**config.mk**
```make
export PLATFORM = sky130hd
export DESIGN_NAME = grad_spi_tx_flat
export DESIGN_NICKNAME = d
export VERILOG_FILES = /design/src/rtl/grad_spi_tx_pkg.sv /design/src/rtl/grad_spi_tx_if.sv /design/src/rtl/grad_spi_tx_tick.sv /design/src/rtl/grad_spi_tx.sv /design/src/flat_wrapper.sv
export SDC_FILE = /design/constraint.sdc
export NUM_CORES = 1
export LEC_CHECK = 0
export CAP_MARGIN = 20
export CORE_MARGIN = 3
export CORE_UTILIZATION = 56
export CTS_BUF_LIST = sky130_fd_sc_hd__clkbuf_16
export DETAILED_ROUTE_END_ITERATION = 7
export PLACE_DENSITY = 0.84
export SLEW_MARGIN = 20
export SYNTH_ARGS = -nofsm -noshare
export SYNTH_HDL_FRONTEND = slang
export SYNTH_HIERARCHICAL = 1
export SYNTH_SLANG_ARGS = --single-unit
```
**constraint.sdc**
```tcl
create_clock -name clk -period 5.7 [get_ports clk]
set_input_delay 0.855 -clock clk [delete_from_list [all_inputs] [get_ports clk]]
set_output_delay 0.855 -clock clk [all_outputs]
set_load 0.01 [all_outputs]
```
**src/rtl/grad_spi_tx_pkg.sv**
```systemverilog
// rtl/grad_spi_tx_pkg.sv - shared defaults, state encoding and divisor helper for grad_spi_tx
package grad_spi_tx_pkg;
  localparam int DATA_BITS_DEF = 24;
  localparam int CHANNELS_DEF  = 4;
  localparam int DIV_W         = 6;
  localparam int HALF_W        = DIV_W + 1;

  typedef enum logic [2:0] {
    ST_IDLE  = 3'd0,
    ST_SHIFT = 3'd1,
    ST_HOLD  = 3'd2,
    ST_LDAC  = 3'd3,
    ST_GAP   = 3'd4
  } state_t;

  // Half-period length in clk cycles; one extra bit so a divisor of 63 gives 64.
  function automatic logic [HALF_W-1:0] half_period(input logic [DIV_W-1:0] div);
    return {1'b0, div} + HALF_W'(1);
  endfunction
endpackage

```
**src/rtl/grad_spi_tx_if.sv**
```systemverilog
// rtl/grad_spi_tx_if.sv - word/strobe/status bundle between grad_bram and grad_spi_tx
interface grad_spi_tx_if #(
  parameter int CHANNELS = 4
);
  import grad_spi_tx_pkg::*;

  logic [31:0]          data_i;
  logic [CHANNELS-1:0]  valid_i;
  logic [DIV_W-1:0]     spi_clk_div_i;
  logic                 busy_o;
  logic                 data_lost_o;

  modport master (
    output data_i, valid_i, spi_clk_div_i,
    input  busy_o, data_lost_o
  );

  modport slave (
    input  data_i, valid_i, spi_clk_div_i,
    output busy_o, data_lost_o
  );
endinterface

```
**src/rtl/grad_spi_tx_tick.sv**
```systemverilog
// rtl/grad_spi_tx_tick.sv - loadable half-period counter, one-cycle tick every H enabled cycles
module grad_spi_tick
  import grad_spi_tx_pkg::*;
(
  input  logic              clk,
  input  logic              rst,
  input  logic              i_load,
  input  logic              i_en,
  input  logic [HALF_W-1:0] i_half,
  output logic              o_tick
);
  logic [HALF_W-1:0] r_half;
  logic [HALF_W-1:0] r_cnt;
  logic              w_last;

  assign w_last = (r_cnt == (r_half - HALF_W'(1)));
  assign o_tick = i_en & w_last;

  always_ff @(posedge clk) begin
    if (rst) begin
      r_half <= HALF_W'(1);
      r_cnt  <= '0;
    end else if (i_load) begin
      r_half <= i_half;
      r_cnt  <= '0;
    end else if (i_en) begin
      r_cnt  <= w_last ? '0 : r_cnt + HALF_W'(1);
    end
  end
endmodule

```
**src/rtl/grad_spi_tx.sv**
```systemverilog
// rtl/grad_spi_tx.sv - four-lane SPI DAC serialiser with shared SCLK, per-lane SYNC and common LDAC
module grad_spi_tx
  import grad_spi_tx_pkg::*;
#(
  parameter int DATA_BITS = DATA_BITS_DEF,
  parameter int CHANNELS  = CHANNELS_DEF
) (
  input  logic                clk,
  input  logic                rst,
  grad_spi_tx_if.slave        bram,
  output logic                sclk_o,
  output logic [CHANNELS-1:0] sync_n_o,
  output logic [CHANNELS-1:0] sdo_o,
  output logic                ldac_n_o
);
  localparam int                HP_W    = $clog2(2 * DATA_BITS);
  localparam logic [HP_W-1:0]   HP_LAST = HP_W'(2 * DATA_BITS - 1);

  state_t                r_state, w_state_nxt;
  logic [HP_W-1:0]       r_hp, w_hp_nxt;
  logic [DATA_BITS-1:0]  r_shreg, w_shreg_nxt;
  logic [CHANNELS-1:0]   r_mask, w_mask_nxt;
  logic                  w_strobe, w_accept, w_tick;

  logic                  r_sclk, w_sclk_nxt;
  logic [CHANNELS-1:0]   r_sync_n, w_sync_n_nxt;
  logic [CHANNELS-1:0]   r_sdo, w_sdo_nxt;
  logic                  r_ldac_n, w_ldac_n_nxt;
  logic                  r_busy, w_busy_nxt;
  logic                  r_lost, w_lost_nxt;
  logic                  w_unused_hi;

  assign w_unused_hi = ^bram.data_i[31:DATA_BITS];
  assign w_strobe    = |bram.valid_i;
  assign w_accept    = (r_state == ST_IDLE) && w_strobe;

  grad_spi_tick u_tick (
    .clk    (clk),
    .rst    (rst),
    .i_load (w_accept),
    .i_en   (r_state != ST_IDLE),
    .i_half (half_period(bram.spi_clk_div_i)),
    .o_tick (w_tick)
  );

  always_ff @(posedge clk) begin
    if (rst) r_state <= ST_IDLE;
    else     r_state <= w_state_nxt;
  end

  always_comb begin
    w_state_nxt = r_state;
    unique case (r_state)
      ST_IDLE:  if (w_strobe) w_state_nxt = ST_SHIFT;
      ST_SHIFT: if (w_tick && (r_hp == HP_LAST)) w_state_nxt = ST_HOLD;
      ST_HOLD:  if (w_tick) w_state_nxt = ST_LDAC;
      ST_LDAC:  if (w_tick) w_state_nxt = ST_GAP;
      ST_GAP:   if (w_tick) w_state_nxt = ST_IDLE;
      default:  w_state_nxt = ST_IDLE;
    endcase
  end

  // Even half-periods have SCLK high; the payload advances on each odd->even step (SCLK rise).
  always_comb begin
    w_hp_nxt    = r_hp;
    w_shreg_nxt = r_shreg;
    w_mask_nxt  = r_mask;
    if (w_accept) begin
      w_hp_nxt    = '0;
      w_shreg_nxt = bram.data_i[DATA_BITS-1:0];
      w_mask_nxt  = bram.valid_i;
    end else if ((r_state == ST_SHIFT) && w_tick) begin
      w_hp_nxt = r_hp + HP_W'(1);
      if (r_hp[0]) w_shreg_nxt = {r_shreg[DATA_BITS-2:0], 1'b0};
    end
  end

  always_comb begin
    w_sclk_nxt   = 1'b1;
    w_sync_n_nxt = '1;
    w_sdo_nxt    = '0;
    w_ldac_n_nxt = 1'b1;
    w_busy_nxt   = (w_state_nxt != ST_IDLE);
    w_lost_nxt   = r_busy & w_strobe;
    case (w_state_nxt)
      ST_SHIFT: begin
        w_sclk_nxt   = ~w_hp_nxt[0];
        w_sync_n_nxt = ~w_mask_nxt;
        w_sdo_nxt    = {CHANNELS{w_shreg_nxt[DATA_BITS-1]}} & w_mask_nxt;
      end
      ST_HOLD:  w_sync_n_nxt = ~w_mask_nxt;
      ST_LDAC:  w_ldac_n_nxt = 1'b0;
      default:  ;
    endcase
  end

  always_ff @(posedge clk) begin
    if (rst) begin
      r_hp     <= '0;
      r_shreg  <= '0;
      r_mask   <= '0;
      r_sclk   <= 1'b1;
      r_sync_n <= '1;
      r_sdo    <= '0;
      r_ldac_n <= 1'b1;
      r_busy   <= 1'b0;
      r_lost   <= 1'b0;
    end else begin
      r_hp     <= w_hp_nxt;
      r_shreg  <= w_shreg_nxt;
      r_mask   <= w_mask_nxt;
      r_sclk   <= w_sclk_nxt;
      r_sync_n <= w_sync_n_nxt;
      r_sdo    <= w_sdo_nxt;
      r_ldac_n <= w_ldac_n_nxt;
      r_busy   <= w_busy_nxt;
      r_lost   <= w_lost_nxt;
    end
  end

  assign sclk_o           = r_sclk;
  assign sync_n_o         = r_sync_n;
  assign sdo_o            = r_sdo;
  assign ldac_n_o         = r_ldac_n;
  assign bram.busy_o      = r_busy;
  assign bram.data_lost_o = r_lost;
endmodule

```
**src/flat_wrapper.sv**
```systemverilog
// flat-port wrapper written by rule: the top's interface ports become plain ports
module grad_spi_tx_flat import grad_spi_tx_pkg::*;
#(
  parameter int DATA_BITS = DATA_BITS_DEF,
  parameter int CHANNELS  = CHANNELS_DEF
)
  (clk, rst, sclk_o, sync_n_o, sdo_o, ldac_n_o, bram_data_i, bram_valid_i, bram_spi_clk_div_i, bram_busy_o, bram_data_lost_o);
  grad_spi_tx_if #(.CHANNELS(CHANNELS)) bram_i ();
  input  logic clk;
  input  logic rst;
  output logic sclk_o;
  output logic [CHANNELS-1:0] sync_n_o;
  output logic [CHANNELS-1:0] sdo_o;
  output logic ldac_n_o;
  input wire logic [$bits(bram_i.data_i)-1:0] bram_data_i;
  input wire logic [$bits(bram_i.valid_i)-1:0] bram_valid_i;
  input wire logic [$bits(bram_i.spi_clk_div_i)-1:0] bram_spi_clk_div_i;
  output wire logic [$bits(bram_i.busy_o)-1:0] bram_busy_o;
  output wire logic [$bits(bram_i.data_lost_o)-1:0] bram_data_lost_o;
  assign bram_i.data_i = bram_data_i;
  assign bram_i.valid_i = bram_valid_i;
  assign bram_i.spi_clk_div_i = bram_spi_clk_div_i;
  assign bram_busy_o = bram_i.busy_o;
  assign bram_data_lost_o = bram_i.data_lost_o;
  grad_spi_tx #(.DATA_BITS(DATA_BITS), .CHANNELS(CHANNELS)) u_core (.clk(clk), .rst(rst), .bram(bram_i), .sclk_o(sclk_o), .sync_n_o(sync_n_o), .sdo_o(sdo_o), .ldac_n_o(ldac_n_o));
endmodule
```
==> results.yml, run 1 <==
yosys:
  synth_edf_count: 0
  synth_ff_type: "dfxtp_1"
  synth_nets: 384
  ys_async_sr_fraction_pct: 0
  synthTopCellsByArea: "dfxtp_1, a311oi_2, nand2_1, nor2_1, mux2i_1"
  synth_cell_types: 61
  ys_seq_elements: 63
  seq_area_frac_synth_pct: 40.79
  avgSynthCellArea_sq_um: 9.202
  syn_area_sq_um: 3092
  synth_cells: 336
  yosysTopAreaCell: "dfxtp_1"
  yosys_warnings: 6
  synth_top_area_share_pct: 40.79
timing:
  fin_crit_ps: 3617
  slew_headroom_pct: 54.88
  clock.fmax_mhz: 276.5
  tightest_slew_ps: 676.8
  setup_viol: 0
  grt_setup_unrepaired: "no"
  fin_skew_ps: 10.04
  setup_tns_ps: 0
  slew_viol_final: 0
  finalHoldViolCount: 0
  period_share_pct: 63.46
worst_hold_path:
  holdCritPathClass: "reg2reg"
  holdPathStages: 2
die:
  io_pins: 56
  coreArea_sq_um: 5238
  num_rows: 26
  die_x_microns: 80.30
  die_area_sq_um: 6448
  die_y_microns: 80.30
  start_util_pct: 59.03
worst_setup_path:
  path_max_fanout: 22
  crit_slowest_cell: "o2111a_1"
  worst-path-buf-inv: 1
  crit_arrival_ps: 3840
  cp_cell_sequence: "inv_1, ha_1, or2b_2, or4_1, a31oi_1, o2111a_1, and4bb_1, and2_4, nand2_1, a311oi_2"
  ff2ff_path_depth: 10
  critPathRequiredTime_ps: 5930
  cpPeakStageDelay_ps: 570
  startpoint_type: "register"
  end_kind: "register"
  crit_family: "simple AND/OR/NAND/NOR gates"
  critical_path_cell_count: 10
  path_class: "reg2reg"
cells_and_area:
  regArea_sq_um: 1261
  fillers: 367
  fin_cells: 445
  nets: 418
  areaGrowthSynthToFinish_pct: 23.03
  multi_input_area_sq_um: 1647
  antenna_cells: 0
  drive_gt1_share_pct: 13.07
global_routing:
  global_route.usage.total_pct: 22.42
  grt_pass1_vias: 2341
  antenna_found_initial: 0
  grt_pass1_wl_microns: 11080
  grt_max_degree: 55
  overflow: 0
clock_network:
  cts_inserted_buffers: 9
  cts_hold_buf: 0
  insertion_delay_ps: 330
  cts_repair_resize_count: 0
  cts.path.max_buffers: 2
  clk_pin_slew_ps: 50
  cts.sinks: 63
  post_cts_buffers: 0
  cts_tree: "yes"
  cts.root.buffer_cell: "clkbuf_16"
  htreeDepth: 3
drt:
  wire_per_inst_microns: 14.78
  first_pass_iters: 4
  drt-total-wl_microns: 6575
  vias: 2509
  antenna_left: 0
  initialDrtViolationCount: 171
  drc: 0
  via_per_inst: 5.638
flow_run:
  drv_cap: 0
power_and_ir_drop:
  vdd_drop_max_v: 0.0002399
  total_leakage_power_uw: 0.001410
  powerDensity_nw_per_um2: 309.7
placement:
  hpwl_microns: 4081
  port_buffers: 47
  place_congestion: 0.7996
  placed_cells: 429
run_status:
  status: "completed"
report_power, final:
part	internal [uW]	switching, uW	leakage (uW)	total, uW
clock network	375	182	0.000157	557
registers	466	15.8	0.000518	481
logic	69.3	70.3	0.000735	140
per-layer routing:
metal	wire length, microns	GRT usage [%]	part of all wire (%)	up-vias
met2	3219	36.92	49	58
met3	318	7.175	4.8	11
met1	2939	27.43	45	1185
li1	-	-	-	1255
met5	0	0	0	-
met4	98	7.939	1.5	0
cell type report:
class | count | area share [%]
Tap cell | 70 | 2.303
Clock buffer | 9 | 5.921
Timing Repair Buffer | 48 | 12.43
Inverter | 8 | 0.7895
Multi-Input combinational cell | 240 | 43.29
Clock inverter | 7 | 2.105
Sequential cell | 63 | 33.16
registers in the layout (all words and copies together), names as in the netlist:
signal / cells
u_core/r_hp: 6
u_core/ldac_n_o: 1
u_core/sync_n_o: 4
u_core/sdo_o: 4
u_core/r_state: 3
u_core/r_mask: 4
u_core/sclk_o: 1
u_core/bram.data_lost_o: 1
u_core/u_tick/r_half: 7
u_core/bram.busy_o: 1
u_core/u_tick/r_cnt: 7
u_core/r_shreg: 24
through the flow:
stage               utilization, %  hold WS (ps)  instance area [sq um]  worst slack [ps]  power (uW)
detailed placement           66.79         469.5                   3498              2152       625.7
finish                       72.62         484.5                   3804              2083        1178
global placement             66.79         454.3                   3498              2247       622.4
global route                 72.62         492.2                   3804              1855        1226
floorplan                        -         448.1                   3092              2714       581.4
CTS                          72.62         484.1                   3804              2117        1185
cells in the mapped netlist (all sizes together), types with 2 or more instances:
master,number
dfxtp,63
xnor2,12
inv,8
nand2,53
xor2,11
or3,3
buf,16
nand3,9
or4,2
o211ai,3
and2,3
nor2,44
ha,4
nand4,5
a21oi,5
mux2i,12
or2,4
and3,2
nor4,8
nor3,11
a31oi,2
a21o,2
a311oi,22
clkbuf,9
o21ai,2
worst min-delay path: cells and delay by family, from the launching register on:
kind / cells / cell delay (ps)
DFF: 1 / 300
and+or+nand+nor: 1 / 60
AOI/OAI and AO/OA: 1 / 80
final timing paths:
check	from	end	slack (ps)
worst max-delay path	u_core/u_tick/r_half[0]	u_core/r_shreg[21]	2080
worst min-delay path	u_core/r_shreg[10]	u_core/r_shreg[11]	480
worst min register to register	u_core/r_shreg[10]	u_core/r_shreg[11]	480
worst max register to register	u_core/u_tick/r_half[0]	u_core/r_shreg[21]	2080
placed cells by master (no fill, tap or decap), drive strengths merged, types with 2 or more instances in the layout:
master and n:
or3 3, clkbuf 9, inv 10, mux2i 12, xor2 11, nand2 53, a311oi 22, o211ai 3
or4 2, o21ai 2, clkinv 3, a21oi 5, xnor2 12, buf 2, nor3 11, ha 4
bufinv 2, nor2 44, clkdlybuf4s50 46, and3 2, or2 4, nand4 5, nand3 9, dfxtp 63
a21o 2, and2 3, nor4 8, a31oi 2
cell families after synthesis:
family / after synthesis / share of synthesized area (%)
fa+ha+maj: 4 / 1.619
flops: 63 / 40.79
mux: 13 / 4.249
compound gates: 49 / 17.08
xor+xnor: 24 / 7.284
buf+inv: 33 / 5.949
simple gates: 150 / 23.03
Power figures use the tool's default switching activity.
==> run 2: changes to the inputs <==
--- a/config.mk
+++ b/config.mk
@@ -7,10 +7,10 @@
 export LEC_CHECK = 0
 export CAP_MARGIN = 20
 export CORE_MARGIN = 3
-export CORE_UTILIZATION = 56
+export CORE_UTILIZATION = 47
 export CTS_BUF_LIST = sky130_fd_sc_hd__clkbuf_16
 export DETAILED_ROUTE_END_ITERATION = 7
-export PLACE_DENSITY = 0.84
+export PLACE_DENSITY = 0.76
 export SLEW_MARGIN = 20
 export SYNTH_ARGS = -nofsm -noshare
 export SYNTH_HDL_FRONTEND = slang
==> constraint.sdc (replaced) <==
create_clock -name clk -period 3.09 [get_ports clk]
set_input_delay 0.4635 -clock clk [delete_from_list [all_inputs] [get_ports clk]]
set_output_delay 0.4635 -clock clk [all_outputs]
set_load 0.01 [all_outputs]
==> results.yml, run 2 (same netlist as run 1, synthesis figures left out) <==
worst_setup_path:
  reg2reg_to: "u_core/r_shreg[14]"
  crit_start: "u_core/u_tick/r_half[2]"
  cp_cell_sequence: "or3_1, or4_1, a31oi_1, o2111a_2, and4bb_2, and2_2, nand2_1, a311oi_2"
  critPathRequiredTime_ps: 3320
  startpoint_type: "register"
  r2r_slack_ps: 230
  crit_arrival_ps: 3090
  ff2ff_path_depth: 8
  end_kind: "register"
  path_class: "reg2reg"
  crit_slowest_cell: "or4_1"
  worstReg2RegStart: "u_core/u_tick/r_half[2]"
  path_max_fanout: 11
  cpPeakStageDelay_ps: 550
worst_hold_path:
  holdPathStages: 2
  min-delay-start: "u_core/r_shreg[0]"
  hold_path_end: "u_core/r_shreg[0]"
  holdCritPathClass: "reg2reg"
cells_and_area:
  fin_cells: 455
  layout_commonest_cell: "dfxtp_1"
  multi_input_area_sq_um: 1655
  nets: 423
  final_cell_mix: "dfxtp_1, nand2_1, clkdlybuf4s50_1, nor2_1, a311oi_2"
  drive_gt1_share_pct: 14.47
  antenna_cells: 0
  largest_reg_flops: 24
  fillers: 517
  areaGrowthSynthToFinish_pct: 24.04
  top_register: "u_core/r_shreg"
  reg_top3: "u_core/r_shreg: 24 flops, u_core/u_tick/r_cnt: 7 flops, u_core/u_tick/r_half: 7 flops"
  regArea_sq_um: 1261
drt:
  antenna_left: 0
  initialDrtViolationCount: 120
  wire_per_inst_microns: 14.05
  via_per_inst: 5.464
  drt-met1-wl_microns: 2899
  drt-total-wl_microns: 6395
  first_pass_iters: 4
  route.met3.wl_microns: 393
  drc: 0
  routed.top_layer: "met4"
  dr_wl_met2_microns: 2999
  vias: 2486
placement:
  port_buffers: 47
  place_congestion: 0.7354
  placed_cells: 438
  hpwl_microns: 4174
clock_network:
  insertion_delay_ps: 320
  clk_pin_slew_ps: 50
  htreeDepth: 3
  cts.root.buffer_cell: "clkbuf_16"
  cts.path.max_buffers: 2
  cts_tree: "yes"
  post_cts_buffers: 0
  cts.sinks: 63
  cts_inserted_buffers: 9
timing:
  period_share_pct: 92.41
  fin_skew_ps: 5.924
  grt_setup_unrepaired: "no"
  slew_headroom_pct: 64.76
  tightest_slew_ps: 523.7
  setup_tns_ps: 0
  setup_viol: 0
  clock.fmax_mhz: 350.2
  slew_viol_final: 0
  finalHoldViolCount: 0
  fin_crit_ps: 2856
die:
  die_y_microns: 87.11
  io_pins: 56
  num_rows: 28
  die_x_microns: 87.11
  die_area_sq_um: 7587
  coreArea_sq_um: 6131
  start_util_pct: 50.43
power_and_ir_drop:
  clockPowerShare_pct: 44.8
  share_seq_of_total_power_pct: 42.6
  total_leakage_power_uw: 0.001415
  powerDensity_nw_per_um2: 543.4
  p_sw_uw: 483.3
  vdd_drop_max_v: 0.0004977
  switching_share_pct: 23.19
  pwr-share-comb_pct: 12.6
  internal-power_uw: 1601
global_routing:
  global_route.usage.total_pct: 17.61
  grt_pass1_wl_microns: 10660
  antenna_found_initial: 0
  grt_pass1_vias: 2345
  overflow: 0
  grt_max_degree: 46
run_status:
  status: "completed"
flow_run:
  drv_cap: 0
-- run 2: power by group through the flow --
stage	registers (uW)	logic (uW)	clock network, uW
after floorplan	898	174	0
after global placement	902	256	0
after detailed placement	903	261	0
after CTS	888	264	953
after global routing	893	291	991
final	889	262	933
-- run 2: per-layer routing --
metal | track usage [%] | vias to the layer above
met1 | 22.45 | 1156
met5 | 0 | -
li1 | - | 1261
met4 | 6.834 | 0
met2 | 27.33 | 60
met3 | 6.149 | 9
-- run 2: through the flow --
step / total power (uW) / util [%] / cell area, sq um / worst slack [ps] / hold slack (ps)
floorplan: 1073 / - / 3092 / 103.9 / 448.1
global placement: 1158 / 57.86 / 3547 / 259.6 / 457.6
finish: 2084 / 62.55 / 3835 / 234.4 / 467.9
detailed placement: 1164 / 57.86 / 3547 / 218.1 / 459.2
CTS: 2104 / 62.41 / 3826 / 188.3 / 467.3
global route: 2175 / 62.55 / 3835 / 60.40 / 498.8
-- run 2: what timing repair did --
item,CTS,global route
endpoints found under the setup margin,0,2
resized for setup,0,2
hold buffers,0,0
-- run 2: critical path: cells and delay by family (launching register included) --
| kind | cells | cell delay (ps) |
|---|---|---|
| AOI/OAI and AO/OA | 3 | 700 |
| DFF | 1 | 360 |
| and+or+nand+nor | 5 | 1700 |
-- run 2: area by class of cell --
class | instances | share of cell area [%]
clock buffer | 9 | 5.873
clock inverter | 7 | 1.403
inverter | 8 | 0.7830
multi-input combinational | 241 | 43.16
sequential | 63 | 32.89
tap | 75 | 2.447
timing repair buffer | 52 | 13.44
-- run 2: worst max path at each step --
stage                              end  slack (ps)  depth (start not counted)
detailed placement  u_core/r_shreg[11]         220                          8
global placement    u_core/r_shreg[21]         260                          8
CTS                 u_core/r_shreg[21]         190                          8
finish              u_core/r_shreg[14]         230                          8
floorplan           u_core/r_shreg[16]         100                         15
global route            u_core/r_hp[4]          60                         11
